--- config.mk ---
export PLATFORM = sky130hd
export DESIGN_NAME = z_test_unit
export DESIGN_NICKNAME = d
export VERILOG_FILES = /design/src/rtl/z_test_unit.sv
export SDC_FILE = /design/constraint.sdc
export NUM_CORES = 1
export LEC_CHECK = 0
export BUFFER_PORTS_ARGS = -buffer_cell sky130_fd_sc_hd__clkbuf_2
export CORE_AREA = 4 4 113 115
export CTS_CLUSTER_SIZE = 14
export DETAILED_ROUTE_END_ITERATION = 16
export DIE_AREA = 0 0 117 119
export PLACE_DENSITY_LB_ADDON = 0.05
export SLEW_MARGIN = 20
export SYNTH_ARGS = -nofsm -noshare
export SYNTH_HDL_FRONTEND = slang
export SYNTH_SLANG_ARGS = --single-unit
--- constraint.sdc ---
create_clock -name clk -period 4.1 [get_ports clk]
set_input_delay 0.82 -clock clk [delete_from_list [all_inputs] [get_ports clk]]
set_output_delay 0.82 -clock clk [all_outputs]
set_load 0.005 [all_outputs]
--- src/rtl/z_test_unit.sv ---
// Depth-test stage in front of the Z-buffer RAM: read/compare/write-back per fragment,
// plus a full-buffer far-plane clear sweep.
module z_test_unit #(
  parameter int X_W    = 8,
  parameter int Y_W    = 8,
  parameter int ADDR_W = X_W + Y_W,
  parameter int Z_W    = 8,
  parameter int C_W    = 8,
  parameter logic [Z_W-1:0] Z_FAR = 8'hFF
) (
  input  logic              clk,
  input  logic              rst_n,
  input  logic              clear_req_i,
  output logic              clear_busy_o,
  output logic              clear_done_o,
  input  logic              frag_valid_i,
  output logic              frag_ready_o,
  input  logic [X_W-1:0]    frag_x_i,
  input  logic [Y_W-1:0]    frag_y_i,
  input  logic [Z_W-1:0]    frag_z_i,
  input  logic [C_W-1:0]    frag_color_i,
  output logic [ADDR_W-1:0] zb_read_addr_o,
  input  logic [Z_W-1:0]    zb_q_i,
  output logic [ADDR_W-1:0] zb_write_addr_o,
  output logic [Z_W-1:0]    zb_data_o,
  output logic              zb_we_o,
  output logic              pix_valid_o,
  output logic [ADDR_W-1:0] pix_addr_o,
  output logic [C_W-1:0]    pix_color_o,
  output logic [15:0]       pass_cnt_o,
  output logic [15:0]       fail_cnt_o
);

  typedef enum logic [1:0] {IDLE, RD, CMP, CLR} state_t;

  state_t            state_q, state_d;
  logic              run_q;
  logic [ADDR_W-1:0] addr_q, addr_d;
  logic [Z_W-1:0]    z_q, z_d;
  logic [C_W-1:0]    color_q, color_d;
  logic [ADDR_W:0]   clr_cnt_q, clr_cnt_d;
  logic [ADDR_W-1:0] zb_read_addr_q, zb_read_addr_d;
  logic [ADDR_W-1:0] zb_write_addr_q, zb_write_addr_d;
  logic [Z_W-1:0]    zb_data_q, zb_data_d;
  logic              zb_we_q, zb_we_d;
  logic              pix_valid_q, pix_valid_d;
  logic [ADDR_W-1:0] pix_addr_q, pix_addr_d;
  logic [C_W-1:0]    pix_color_q, pix_color_d;
  logic [15:0]       pass_cnt_q, pass_cnt_d;
  logic [15:0]       fail_cnt_q, fail_cnt_d;
  logic              clear_busy_q, clear_busy_d;
  logic              clear_done_q, clear_done_d;

  logic clr_start, accept, clr_last, z_pass;

  // run_q keeps the unit quiet (frag_ready low) for the first cycle out of reset
  assign clr_start    = run_q && (state_q == IDLE) && clear_req_i;
  assign frag_ready_o = run_q && (state_q == IDLE) && !clear_req_i;
  assign accept       = frag_valid_i && frag_ready_o;
  assign clr_last     = clr_cnt_q[ADDR_W];
  assign z_pass       = z_q < zb_q_i;

  always_ff @(posedge clk or negedge rst_n) begin
    if (!rst_n) begin
      state_q         <= IDLE;
      run_q           <= 1'b0;
      addr_q          <= '0;
      z_q             <= '0;
      color_q         <= '0;
      clr_cnt_q       <= '0;
      zb_read_addr_q  <= '0;
      zb_write_addr_q <= '0;
      zb_data_q       <= '0;
      zb_we_q         <= 1'b0;
      pix_valid_q     <= 1'b0;
      pix_addr_q      <= '0;
      pix_color_q     <= '0;
      pass_cnt_q      <= '0;
      fail_cnt_q      <= '0;
      clear_busy_q    <= 1'b0;
      clear_done_q    <= 1'b0;
    end else begin
      state_q         <= state_d;
      run_q           <= 1'b1;
      addr_q          <= addr_d;
      z_q             <= z_d;
      color_q         <= color_d;
      clr_cnt_q       <= clr_cnt_d;
      zb_read_addr_q  <= zb_read_addr_d;
      zb_write_addr_q <= zb_write_addr_d;
      zb_data_q       <= zb_data_d;
      zb_we_q         <= zb_we_d;
      pix_valid_q     <= pix_valid_d;
      pix_addr_q      <= pix_addr_d;
      pix_color_q     <= pix_color_d;
      pass_cnt_q      <= pass_cnt_d;
      fail_cnt_q      <= fail_cnt_d;
      clear_busy_q    <= clear_busy_d;
      clear_done_q    <= clear_done_d;
    end
  end

  always_comb begin
    state_d = state_q;
    case (state_q)
      IDLE: begin
        if (clr_start)   state_d = CLR;
        else if (accept) state_d = RD;
      end
      RD:  state_d = CMP;
      CMP: state_d = IDLE;
      CLR: if (clr_last) state_d = IDLE;
      default: state_d = IDLE;
    endcase
  end

  always_comb begin
    addr_d          = addr_q;
    z_d             = z_q;
    color_d         = color_q;
    clr_cnt_d       = clr_cnt_q;
    zb_read_addr_d  = zb_read_addr_q;
    zb_write_addr_d = zb_write_addr_q;
    zb_data_d       = zb_data_q;
    zb_we_d         = 1'b0;
    pix_valid_d     = 1'b0;
    pix_addr_d      = '0;
    pix_color_d     = '0;
    pass_cnt_d      = pass_cnt_q;
    fail_cnt_d      = fail_cnt_q;
    clear_busy_d    = clear_busy_q;
    clear_done_d    = 1'b0;
    case (state_q)
      IDLE: begin
        if (clr_start) begin
          // address 0 goes out on the entry edge, so the counter starts at 1
          clear_busy_d    = 1'b1;
          clr_cnt_d       = (ADDR_W+1)'(1);
          zb_we_d         = 1'b1;
          zb_write_addr_d = '0;
          zb_data_d       = Z_FAR;
        end else if (accept) begin
          addr_d         = {frag_y_i, frag_x_i};
          z_d            = frag_z_i;
          color_d        = frag_color_i;
          zb_read_addr_d = {frag_y_i, frag_x_i};
        end
      end
      CMP: begin
        if (z_pass) begin
          zb_we_d         = 1'b1;
          zb_write_addr_d = addr_q;
          zb_data_d       = z_q;
          pix_valid_d     = 1'b1;
          pix_addr_d      = addr_q;
          pix_color_d     = color_q;
          pass_cnt_d      = (pass_cnt_q == 16'hFFFF) ? pass_cnt_q : pass_cnt_q + 16'd1;
        end else begin
          fail_cnt_d      = (fail_cnt_q == 16'hFFFF) ? fail_cnt_q : fail_cnt_q + 16'd1;
        end
      end
      CLR: begin
        if (clr_last) begin
          clear_busy_d = 1'b0;
          clear_done_d = 1'b1;
        end else begin
          zb_we_d         = 1'b1;
          zb_write_addr_d = clr_cnt_q[ADDR_W-1:0];
          zb_data_d       = Z_FAR;
          clr_cnt_d       = clr_cnt_q + (ADDR_W+1)'(1);
        end
      end
      default: ;
    endcase
  end

  assign clear_busy_o    = clear_busy_q;
  assign clear_done_o    = clear_done_q;
  assign zb_read_addr_o  = zb_read_addr_q;
  assign zb_write_addr_o = zb_write_addr_q;
  assign zb_data_o       = zb_data_q;
  assign zb_we_o         = zb_we_q;
  assign pix_valid_o     = pix_valid_q;
  assign pix_addr_o      = pix_addr_q;
  assign pix_color_o     = pix_color_q;
  assign pass_cnt_o      = pass_cnt_q;
  assign fail_cnt_o      = fail_cnt_q;

endmodule

Word-level counts from Yosys, hierarchy flattened
Index checks and enable logic that the tools add are counted.
W data, S select, Z words.
Word-level totals
  flip-flop bits (word level): 136
  latch bits: 0
  memories: 0
  bits in writable memories: 0
  input bits: 44
  output and inout bits: 101
  memory bits (read-only): 0
Operators by class
  reductions and logical operators: 16
  muxes and demuxes: 29
  equal/unequal tests: 10
  multiply operators: 0
  order comparisons: 1
  shift-type cells: 0
  bitwise gates (word level): 4
  add/subtract/negate cells: 3
  divide/modulo/power cells: 0
Operators by type and width (count)
  $mux W16: 5
  $pmux W16 S3: 1
  $mux W8: 5
  $mux W17: 2
  $pmux W17 S2: 1
  $add A16 B1 Y16 const B: 2
  $eq A16 B16 Y1 const B: 2
  $pmux W8 S3: 1
  $add A17 B1 Y17 const B: 1
  $reduce_and A3 Y1: 5
  $lt A8 B8 Y1: 1
  $mux W1: 8
  $ne A2 B2 Y1 const B: 4
  $pmux W2 S4: 1
  $mux W2: 3
  $eq A2 B2 Y1 const B: 2
  $logic_and A1 B1 Y1: 4
  $not A1 Y1: 4
  $reduce_and A2 Y1: 2
  $reduce_and A4 Y1: 1
  $ne A3 B3 Y1 const B: 1
  $pmux W1 S3: 1
  $reduce_bool A3 Y1: 1
  $eq A2 B1 Y1 const B: 1
  4 further kinds: 4

Longest topological paths before layout
Gate-level depths: netlist of the first run.
  word-level depth: 7
  depth in mapped cells: 9
  gate-level depth less buffers: 7

Least setup slack after synthesis of the first run
Ideal clock, no wire load.
  path type: input-to-reg
  start: input zb_q_i[7]
  end: register pass_cnt_q[14] (netlist: pass_cnt_o[14])
  required time: 3.973 ns
  stages: 7
  path buffers: 0
  arrival: 2.678 ns
  setup slack: 1.295 ns
  path through: inv_1 ha_1 and3_4 a221oi_4 o211ai_4 or4_1 mux2_1
On the way
  longest elaborated chain between the ends: 2
Ends and longest elaborated chain
  start: declaration: RTL line 23  | input logic [Z_W-1:0] zb_q_i,
  $lt A8 B8 Y1: RTL line 61  | assign z_pass = z_q < zb_q_i;
  $reduce_and A3 Y1 (no source line)
  end signal: assignment: RTL line 96  | pass_cnt_q <= pass_cnt_d;
  end: declaration: RTL line 49  | logic [15:0] pass_cnt_q, pass_cnt_d;
No other way between the ends.
A chain may end at the register's enable or synchronous reset.

Worst setup path in the final report of the first run
  start: input zb_q_i[7]
  end: register zb_data_q[7] (netlist: zb_data_o[7])
On the way
  longest elaborated chain between the ends: 3
Ends and longest elaborated chain
  $lt A8 B8 Y1: RTL line 61
  $ne A2 B2 Y1 (no source line)
  $reduce_and A4 Y1 (no source line)
  end signal: assignment: RTL line 91  | zb_data_q <= zb_data_d;
  end: declaration: RTL line 44  | logic [Z_W-1:0] zb_data_q, zb_data_d;
No other way between the ends.

==> out/results.tsv, run 1 <==
stage	metric	value	unit
clocking	setup bufs post-CTS	0	
logic_synthesis	Distinct cells, synth	43	
setup_path	CP max-delay cell	o21a_1	
floorplan	initial core utilization	0.5105	
pwr	Net Sw Frac	0.3554	
clocking	Num Clock Sinks	136	
placed_design	GP Congestion	0.8028	
placed_design	DP Area	6907	sq um
sta	Worst slew margin	0.2838	
clocking	CTS tree	yes	
floorplan	core area	11810	sq um
floorplan	die width	117	um
setup_path	Crit Path Max Fanout	22	
sta	RSZ-0062 raised after global routing	false	
route	routed len/inst	17.12	um
setup_path	Setup crit start kind	primary input	
worst_hold_path	Hold/Removal Path Class	primary input to async pin	
sta	Final Setup Violations	0	
route	wirelength, routed	14400	um
logic_synthesis	Post-Syn Area per Cell	11.27	sq um
clocking	H-tree levels	4	
pwr	Leak	3.810	nW
setup_path	Crit Path Category	primary input to flip-flop	
global_routing	total gr overflow	0	
logic_synthesis	sequential share of the synthesized area	0.5644	
clocking	CTS Hold Bufs	0	
logic_synthesis	Post-synth ARST share	1.000	
global_routing	number of global-route vias before repair	4569	
setup_path	CP Buf/Inv Count	3	
logic_synthesis	Mapped Area	6030	sq um
pwr	cell-internal power	0.003245	W
layout	Area Growth Syn to Fin	23.32	%
clocking	CTS Buffer Depth	2	
setup_path	CP max stage delay	680	ps
logic_synthesis	Synth top area share	0.5644	
pwr	P_sw	0.001789	W
pwr	Worst VDD drop	0.0003084	V
route	Iter 0 DRT Violations	392	
logic_synthesis	Synth area leaders	dfrtp_1 56%, mux2_2 6.9%, xor2_1 5.2%	
sta	final hold violation count	0	
placed_design	port bufs	144	
pwr	Pwr Density	677.0	nW/um^2
layout	Diodes inserted	0	
sta	Worst-Margin Slew	1065	ps
global_routing	pin count of the biggest net entering global routing	86	
clocking	CTS root buf	clkbuf_16	
floorplan	# IOs	145	
logic_synthesis	flops & latches, synth	136	
run	max cap viols	0	
pwr	clock power share	0.267	
clocking	PostCTS Resize Cnt	0	
sta	final cycle utilization of the critical path	0.6801	
floorplan	die area	13920	sq um
placed_design	Post-DP HPWL	10530	um
global_routing	initial antenna violation count	0	
layout	Final Cell Area	7436	sq um
route	DR vias/cell	5.565	
route	Pre-antenna DRT Iters	5	
sta	Achievable Freq	358.6	MHz
clocking	CTS buffer count	17	
layout	# fillers	977	
status	outcome	finished, final reports clean	
setup_path	CP top delay family	compound AO/OA/AOI/OAI gates	
clocking	clk_lat worst skew	410	ps
route	DRC errors left	0	
layout	multi-input logic area	2415	sq um
pwr	Comb power frac	0.319	
setup_path	WP data required	4430	ps
sta	max-slew violations	0	
sta	Post-Route Setup TNS	0	ps
pwr	sequential share of power	0.413	
logic_synthesis	post-synth top area cell	dfrtp_1	
sta	Min Clock Period, post-route	2788	ps
setup_path	Critical Path End Type	flip-flop	
setup_path	Worst EP arrival	3120	ps
global_routing	first-pass GRT wire length	23270	um
layout	share of cells above drive strength 1	0.3271	
logic_synthesis	number of enable flip-flop cells after synthesis	0	
floorplan	Cell Rows	40	
global_routing	GRT Util Overall	0.2146	
clocking	clock slew at reported path FFs	50	ps
layout	storage element area	3403	sq um
sta	final hold slack	465.5	ps
layout	Finished Core Util	0.6296	
logic_synthesis	Top FF cell, synth	dfrtp_1	
sta	skew final	7.294	ps
route	ANT nets after route	0	
logic_synthesis	Syn Inst Count	535	
floorplan	Die Y	119	um
setup_path	worst path cell trace	clkbuf_2, inv_1, ha_1, and3_4, a221oi_4, o21a_1, buf_4, o22ai_1, a21oi_1	
pwr	Design Power	0.005034	W
layout	Final #Nets	741	
route	DR vias	4680	
logic_synthesis	Ys Warns	0	
logic_synthesis	syn_nets	594	
registers in the layout, indices dropped and copies added, names as in the netlist:
signal,flops
pass_cnt_o,16
zb_we_o,1
state_q,2
pix_color_o,8
clr_cnt_q,17
color_q,8
zb_data_o,8
clear_done_o,1
pix_addr_o,16
z_q,8
run_q,1
zb_read_addr_o,16
clear_busy_o,1
pix_valid_o,1
zb_write_addr_o,16
fail_cnt_o,16
metal layers:
layer | up-vias | GRT usage | part of all wire
met5 | - | 0 | 0
met4 | 0 | 0.08602 | 0.020
met3 | 25 | 0.04014 | 0.050
met2 | 126 | 0.3325 | 0.49
met1 | 2338 | 0.2976 | 0.44
li1 | 2191 | - | -
synthesized netlist by cell type, types with 11 or more instances:
cell / n
dfrtp_1: 136
nand2_1: 36
o21ai_0: 23
clkbuf_1: 18
nand4_1: 11
ha_1: 15
nor3_1: 12
and3_1: 29
a32oi_1: 14
inv_1: 32
xor2_1: 36
nor2_1: 30
mux2_2: 37
nor4_1: 13
nand3_1: 21
a21oi_1: 12
worst paths after layout:
kind,start,endpoint,slack (ps),depth (start not counted)
max,zb_q_i[7],zb_data_o[7]$_DFFE_PN0P_,1310,9
min,rst_n,pix_color_o[4]$_DFF_PN0_,470,1
max reg2reg,state_q[0]$_DFFE_PN0P_,zb_data_o[3]$_DFFE_PN0P_,1380,6
min reg2reg,pass_cnt_o[5]$_DFFE_PN0P_,pass_cnt_o[5]$_DFFE_PN0P_,480,1
max in group asynchronous,rst_n,clr_cnt_q[7]$_DFFE_PN0P_,2770,2
min in group clk,pass_cnt_o[5]$_DFFE_PN0P_,pass_cnt_o[5]$_DFFE_PN0P_,480,1
logic make-up after synthesis:
kind of cell / after synthesis / synth area share
AOI/OAI and AO/OA: 72 / 0.08218
and+or+nand+nor: 176 / 0.1554
adders and majority gates: 15 / 0.03113
xor gates and xnor gates: 40 / 0.05810
muxes: 39 / 0.07263
buffers and inverters: 56 / 0.03548
other: 1 / 0.0006219
DFF: 136 / 0.5644
final cells by class:
cell class / count / area share
multi-input combinational: 343 / 0.3248
inverter: 32 / 0.01615
sequential: 136 / 0.4577
timing repair buffer: 152 / 0.1058
clock inverter: 8 / 0.006562
clock buffer: 23 / 0.06428
tap: 147 / 0.02473
power by group through the flow:
stage | logic (W) | clock network (W) | registers [W]
after floorplan | 0.000992 | 0 | 0.00201
after global placement | 0.00157 | 0 | 0.00208
after detailed placement | 0.00161 | 0 | 0.00210
after CTS | 0.00162 | 0.00137 | 0.00208
after global routing | 0.00180 | 0.00144 | 0.00213
final | 0.00161 | 0.00134 | 0.00208
through the flow:
step           instances  setup WS, ps
2_1_floorplan        535          1295
3_3_place_gp         810         955.4
3_5_place_dp         810         917.3
4_1_cts              841         978.5
5_1_grt              841          1080
6_report             841          1312
cells in the final DEF (no fill, tap or decap), drive strengths merged, types with 12 or more instances in the layout:
| master | instances |
|---|---|
| inv | 32 |
| nor4 | 15 |
| nand2 | 36 |
| nand3 | 21 |
| xor2 | 36 |
| nor2 | 30 |
| and3 | 30 |
| a32oi | 14 |
| mux2 | 38 |
| dfrtp | 136 |
| ha | 15 |
| clkbuf | 166 |
| a21oi | 12 |
| o21ai | 23 |
| nor3 | 12 |
Note: power is estimated with default switching activity, not from simulation.
==> inputs of run 2 (changes only) <==
- clock period: 4.1 -> 2.72 ns (I/O delays scaled with it)
==> out/results.tsv, run 2 (synthesis results as in run 1) <==
stage	metric	value	unit	change
route	ANT nets after route	0		unchanged
setup_path	Critical Path End Type	flip-flop		
sta	final cycle utilization of the critical path	0.9062		
placed_design	port bufs	144		unchanged
sta	Min Clock Period, post-route	2465	ps	
route	wirelength, routed	14940	um	+3.7%
layout	most frequent cells in the layout	143 x clkbuf_2, 136 x dfrtp_1, 37 x mux2_2		
setup_path	Crit Path Max Fanout	16		-27%
worst_hold_path	Hold/Removal Path Class	primary input to async pin		
clocking	clock slew at reported path FFs	60	ps	about the same
layout	# fillers	944		-3.4%
setup_path	WP data required	3020	ps	-1410 ps
global_routing	total gr overflow	0		unchanged
placed_design	setup slack at placement	-1.181	ps	-918.4 ps
layout	max reg flops	17		unchanged
global_routing	number of global-route vias before repair	4648		+1.7%
clocking	CTS Hold Bufs	0		unchanged
placed_design	Post-DP HPWL	10800	um	+2.6%
sta	RSZ-0062 raised after global routing	false		
floorplan	# IOs	145		unchanged
sta	final worst slack	255.2	ps	-1056 ps
clocking	CTS root buf	clkbuf_16		
clocking	CTS buffer count	17		unchanged
pwr	Design Power	0.008312	W	+65%
clocking	setup bufs post-CTS	0		unchanged
setup_path	Worst EP arrival	2760	ps	-360 ps
floorplan	Die Y	119	um	unchanged
floorplan	core area	11810	sq um	unchanged
placed_design	DP Area	7014	sq um	+1.6%
sta	final hold violation count	0		unchanged
setup_path	FF-to-FF End	pass_cnt_o[15]$_DFFE_PN0P_		
global_routing	pin count of the biggest net entering global routing	56		-35%
route	Pre-antenna DRT Iters	4		-1
route	DRC errors left	0		unchanged
setup_path	FF-to-FF setup slack	260	ps	-1120 ps
clocking	PostCTS Resize Cnt	0		unchanged
layout	Biggest register	clr_cnt_q		
setup_path	Crit Path Category	flip-flop to flip-flop		
setup_path	Worst setup endpoint	pass_cnt_o[15]$_DFFE_PN0P_		
pwr	Worst VDD drop	0.0005453	V	+77%
floorplan	die area	13920	sq um	unchanged
clocking	H-tree levels	4		unchanged
setup_path	CP startpoint	z_q[5]$_DFFE_PN0P_		
sta	max-slew violations	0		unchanged
floorplan	Cell Rows	40		unchanged
route	DR vias	4689		+0.19%
setup_path	RR Startpoint	z_q[5]$_DFFE_PN0P_		
layout	share of cells above drive strength 1	0.3442		+0.01710
run	max cap viols	0		unchanged
route	routed len/inst	17.51	um	+2.3%
clocking	clk_lat worst skew	410	ps	about the same
sta	Final Setup Violations	0		unchanged
floorplan	die width	117	um	unchanged
status	outcome	finished, final reports clean		
route	Iter 0 DRT Violations	336		-14%
placed_design	GP Congestion	0.8307		+3.5%
global_routing	first-pass GRT wire length	24250	um	+4.2%
sta	Post-Route Setup TNS	0	ps	unchanged
setup_path	Setup crit start kind	flip-flop		
sta	final hold slack	78.23	ps	-387.3 ps
clocking	CTS Buffer Depth	2		unchanged
pwr	Leak	3.953	nW	+3.7%
layout	Final Cell Area	7714	sq um	+3.7%
clocking	Num Clock Sinks	136		unchanged
layout	Diodes inserted	0		unchanged
setup_path	reg2reg path depth	7		+1
layout	Final #Nets	752		+1.5%
layout	most common cell after layout, fill and taps aside	clkbuf_2		
sta	skew final	8.063	ps	+0.7694 ps
floorplan	initial core utilization	0.5105		unchanged
global_routing	GRT Util Overall	0.2242		+0.009574
global_routing	initial antenna violation count	0		unchanged
route	DR vias/cell	5.497		-1.2%
sta	Worst slew margin	0.5075		+0.2238
clocking	CTS tree	yes		
sta	Achievable Freq	405.7	MHz	
pwr	Pwr Density	1078	nW/um^2	+59%
layout	Area Growth Syn to Fin	27.93	%	
sta	Worst-Margin Slew	735.5	ps	-330.0 ps
run 2: final cells by class:
class | count | area [sq um] | area share
Clock inverter | 12 | 220.2 | 0.02855
Multi-Input combinational cell | 343 | 2425 | 0.3144
Inverter | 32 | 120.1 | 0.01557
Clock buffer | 20 | 466.7 | 0.06050
Sequential cell | 136 | 3403 | 0.4412
Tap cell | 147 | 183.9 | 0.02384
Timing Repair Buffer | 163 | 894.6 | 0.1160
run 2: worst max-delay path: stages, from the launching register on:
cell	delay, ps
dfrtp_1	420
ha_1	300
and3_4	200
a221oi_4	360
o211ai_4	160
buf_4	230
nor4_1	320
mux2_2	370
run 2: metal layers:
layer | vias up | track usage | wire length (um)
met5 | - | 0 | 0
met1 | 2313 | 0.3082 | 6569
met2 | 144 | 0.3464 | 7313
met4 | 0 | 0.09247 | 344
met3 | 24 | 0.04472 | 713
li1 | 2208 | - | -
run 2: how the worst min path moves through the flow:
stage,from,to,slack (ps),depth (start not counted)
floorplan,rst_n,clear_busy_o$_DFFE_PN0P_,250,0
global placement,pass_cnt_o[9]$_DFFE_PN0P_,pass_cnt_o[9]$_DFFE_PN0P_,480,1
detailed placement,pass_cnt_o[5]$_DFFE_PN0P_,pass_cnt_o[5]$_DFFE_PN0P_,480,1
CTS,rst_n,color_q[5]$_DFFE_PN0P_,90,1
global route,rst_n,pix_color_o[4]$_DFF_PN0_,110,1
finish,rst_n,pix_color_o[4]$_DFF_PN0_,80,1
run 2: metrics by stage:
stage,instances,util
3_5_place_dp,821,0.5939
5_1_grt,853,0.6531
6_report,853,0.6531
2_1_floorplan,535,-
4_1_cts,853,0.6520
3_3_place_gp,821,0.5939
run 2: report_power, final:
part | switching, W | internal [W]
Sequential | 0.000517 | 0.00261
Combinational | 0.00140 | 0.00115
Clock | 0.000846 | 0.00179
==> inputs of run 3 (changes only) <==
- ABC_AREA: default -> 1
- CORE_AREA: 4 4 113 115 -> 4 4 117 119
- DIE_AREA: 0 0 117 119 -> 0 0 121 123
==> out/results.tsv, run 3 <==
stage	metric	value	unit	change
placed_design	GP Congestion	0.8959		+7.8%
global_routing	number of global-route vias before repair	5277		+14%
route	DR vias/cell	5.070		-7.8%
layout	max reg flops	17		unchanged
logic_synthesis	syn_nets	820		+38%
placed_design	Post-DP HPWL	11820	um	+9.4%
route	wirelength, routed	16140	um	+8.0%
sta	Worst slew margin	0.4833		-0.02420
sta	max-slew violations	0		unchanged
clocking	CTS tree	yes		
route	DR vias	5536		+18%
placed_design	port bufs	144		unchanged
layout	Final Cell Area	7955	sq um	+3.1%
floorplan	die width	121	um	+3.4%
logic_synthesis	Post-Syn Area per Cell	8.477	sq um	-25%
clocking	clock slew at reported path FFs	60	ps	about the same
logic_synthesis	flops & latches, synth	136		unchanged
logic_synthesis	Synth area leaders	dfrtp_1 53%, nand2_1 11%, nand3_1 5.4%		
route	routed len/inst	14.78	um	-16%
worst_hold_path	Hold/Removal Path Class	primary input to async pin		
logic_synthesis	number of enable flip-flop cells after synthesis	0		unchanged
global_routing	GRT busiest layer	met2		
setup_path	worst path cell trace	inv_1, ha_1, nand3_1, and2_1, nor2_2, nand2_1, nand2_1, nand2_1		
route	Pre-antenna DRT Iters	5		+1
sta	Final Setup Violations	0		unchanged
global_routing	GRT Util Overall	0.2237		-0.0005064
status	outcome	finished, final reports clean		
clocking	CTS Buffer Depth	2		unchanged
clocking	Num Clock Sinks	136		unchanged
logic_synthesis	Mapped Area	6451	sq um	+7.0%
pwr	Design Power	0.007886	W	-5.1%
clocking	CTS Hold Bufs	0		unchanged
logic_synthesis	sequential share of the synthesized area	0.5275		-0.03689
clocking	CTS buffer count	17		unchanged
sta	Worst-Margin Slew	773.1	ps	+37.66 ps
run	max cap viols	0		unchanged
placed_design	DP Area	7365	sq um	+5.0%
setup_path	Setup crit start kind	flip-flop		
global_routing	initial antenna violation count	0		unchanged
setup_path	Critical Path Most Common Cell	nand2_1		
setup_path	CP max-delay cell	nand2_1		
logic_synthesis	post-synth top area cell	dfrtp_1		
layout	multi-input logic area	2613	sq um	+7.7%
route	Iter 0 DRT Violations	391		+16%
sta	Min Clock Period, post-route	2249	ps	-215.9 ps
setup_path	CP Buf/Inv Count	1		unchanged
layout	Area Growth Syn to Fin	23.31	%	
floorplan	initial core utilization	0.5133		+0.002803
setup_path	WP data required	3020	ps	about the same
clocking	setup bufs post-CTS	0		unchanged
logic_synthesis	Top FF cell, synth	dfrtp_1		
layout	storage element area	3403	sq um	unchanged
global_routing	M3 GR Usage	0.04071		-0.004002
global_routing	first-pass GRT wire length	26100	um	+7.6%
setup_path	Worst EP arrival	2550	ps	-210 ps
setup_path	Crit Path Max Fanout	24		+8
global_routing	grt met1 use	0.3113		+0.003105
sta	final hold slack	122.6	ps	+44.32 ps
layout	most frequent cells in the layout	189 x nand2_1, 143 x clkbuf_2, 136 x dfrtp_1		
logic_synthesis	commonest cells in the netlist	190 x nand2_1, 136 x dfrtp_1, 83 x inv_1		
floorplan	Die Y	123	um	+3.4%
pwr	Pwr Density	991.3	nW/um^2	-8.0%
setup_path	CP top delay family	simple AND/OR/NAND/NOR gates		
logic_synthesis	Ys Warns	0		unchanged
global_routing	pin count of the biggest net entering global routing	67		+20%
logic_synthesis	Distinct cells, synth	36		-16%
logic_synthesis	Synth top area share	0.5275		-0.03689
placed_design	setup slack at placement	349.1	ps	+350.3 ps
sta	final cycle utilization of the critical path	0.8268		-0.07938
sta	RSZ-0062 raised after global routing	false		
route	DRC errors left	0		unchanged
layout	share of cells above drive strength 1	0.2348		-0.1094
layout	Final #Nets	968		+29%
logic_synthesis	Syn Inst Count	761		+42%
floorplan	Cell Rows	41		+2.5%
floorplan	core area	12570	sq um	+6.4%
clocking	clk_lat worst skew	410	ps	about the same
logic_synthesis	Post-synth ARST share	1.000		unchanged
clocking	CTS root buf	clkbuf_16		
layout	most common cell after layout, fill and taps aside	nand2_1		
route	ANT nets after route	0		unchanged
pwr	Leak	4.236	nW	+7.2%
clocking	PostCTS Resize Cnt	0		unchanged
pwr	Worst VDD drop	0.0005122	V	-6.1%
layout	Diodes inserted	0		unchanged
sta	final hold violation count	0		unchanged
floorplan	# IOs	145		unchanged
global_routing	total gr overflow	0		unchanged
layout	# fillers	1086		+15%
setup_path	Crit Path Category	flip-flop to flip-flop		
global_routing	GR Layer Usage met2	0.3400		-0.006324
layout	Biggest register	clr_cnt_q		
logic_synthesis	most numerous cell in the Yosys netlist	nand2_1		
setup_path	Critical Path End Type	flip-flop		
sta	Achievable Freq	444.7	MHz	+9.6%
clocking	H-tree levels	4		unchanged
sta	final worst slack	471.1	ps	+215.9 ps
floorplan	die area	14880	sq um	+6.9%
sta	Post-Route Setup TNS	0	ps	unchanged
sta	skew final	7.909	ps	-0.1541 ps
setup_path	CP max stage delay	490	ps	+70 ps
-- run 3: cell types whose count changed in the layout (fill, tap and decap cells not counted), moves of 6 or more --
| cell | before | now |
|---|---|---|
| nand3_1 | 21 | 69 |
| buf_4 | 17 | 8 |
| inv_1 | 32 | 83 |
| mux2_2 | 37 | 7 |
| xor2_1 | 36 | 19 |
| and3_1 | 29 | 1 |
| o22ai_1 | 8 | 14 |
| nand4_1 | 11 | 5 |
| nand2_1 | 36 | 189 |
| nor2_1 | 30 | 82 |
| a32oi_1 | 14 | 0 |
| nor4_1 | 11 | 1 |
| a21oi_1 | 12 | 38 |
-- run 3: cells by family (layout without fill, tap and decap cells) --
logic type                 Yosys count  in the layout  share of synthesized area
AOI/OAI and AO/OA                   78             78                    0.06478
and+or+nand+nor                    385            385                     0.2599
buffers and inverters              111            270                    0.06788
DFF                                136            136                     0.5275
other                                1              1                  0.0005813
xor gates and xnor gates            28             28                    0.03801
adders and majority gates           15             15                    0.02909
muxes                                7              7                    0.01222
-- run 3: report_power, final --
group / internal [W] / switching (W)
Combinational: 0.000955 / 0.00163
Sequential: 0.00264 / 0.000384
Clock: 0.00146 / 0.000821
Total: 0.00505 / 0.00284
-- run 3: metal layers --
metal	up-vias	share of wire
met5	-	0
met4	0	0.028
met3	33	0.052
met2	161	0.46
met1	2631	0.46
li1	2711	-
-- run 3: final timing paths --
| kind | endpoint | cells past startpoint | from | slack (ps) |
|---|---|---|---|---|
| max in group asynchronous | color_q[3]$_DFFE_PN0P_ | 2 | rst_n | 1920 |
| worst min-delay path | pass_cnt_o[0]$_DFFE_PN0P_ | 1 | rst_n | 120 |
| worst min register to register | zb_write_addr_o[3]$_DFFE_PN0P_ | 2 | zb_write_addr_o[3]$_DFFE_PN0P_ | 470 |
| worst max register to register | zb_write_addr_o[12]$_DFFE_PN0P_ | 8 | state_q[1]$_DFFE_PN0P_ | 470 |
| worst max-delay path | zb_write_addr_o[12]$_DFFE_PN0P_ | 8 | state_q[1]$_DFFE_PN0P_ | 470 |
| min in group clk | z_q[1]$_DFFE_PN0P_ | 2 | frag_z_i[1] | 370 |
-- run 3: final cells by class --
cell class              instances  area share
inverters                      87     0.04105
clock buffers                  23     0.06260
multi-input cells             514      0.3284
well taps                     172     0.02705
repair buffers                153      0.1014
flip-flops and latches        136      0.4278
clock inverters                 7     0.01164
-- run 3: stage by stage --
step,cells,utilization
after CTS,1092,0.6330
after global placement,1062,0.5860
after floorplan,761,-
after global routing,1092,0.6330
final,1092,0.6330
after detailed placement,1062,0.5860
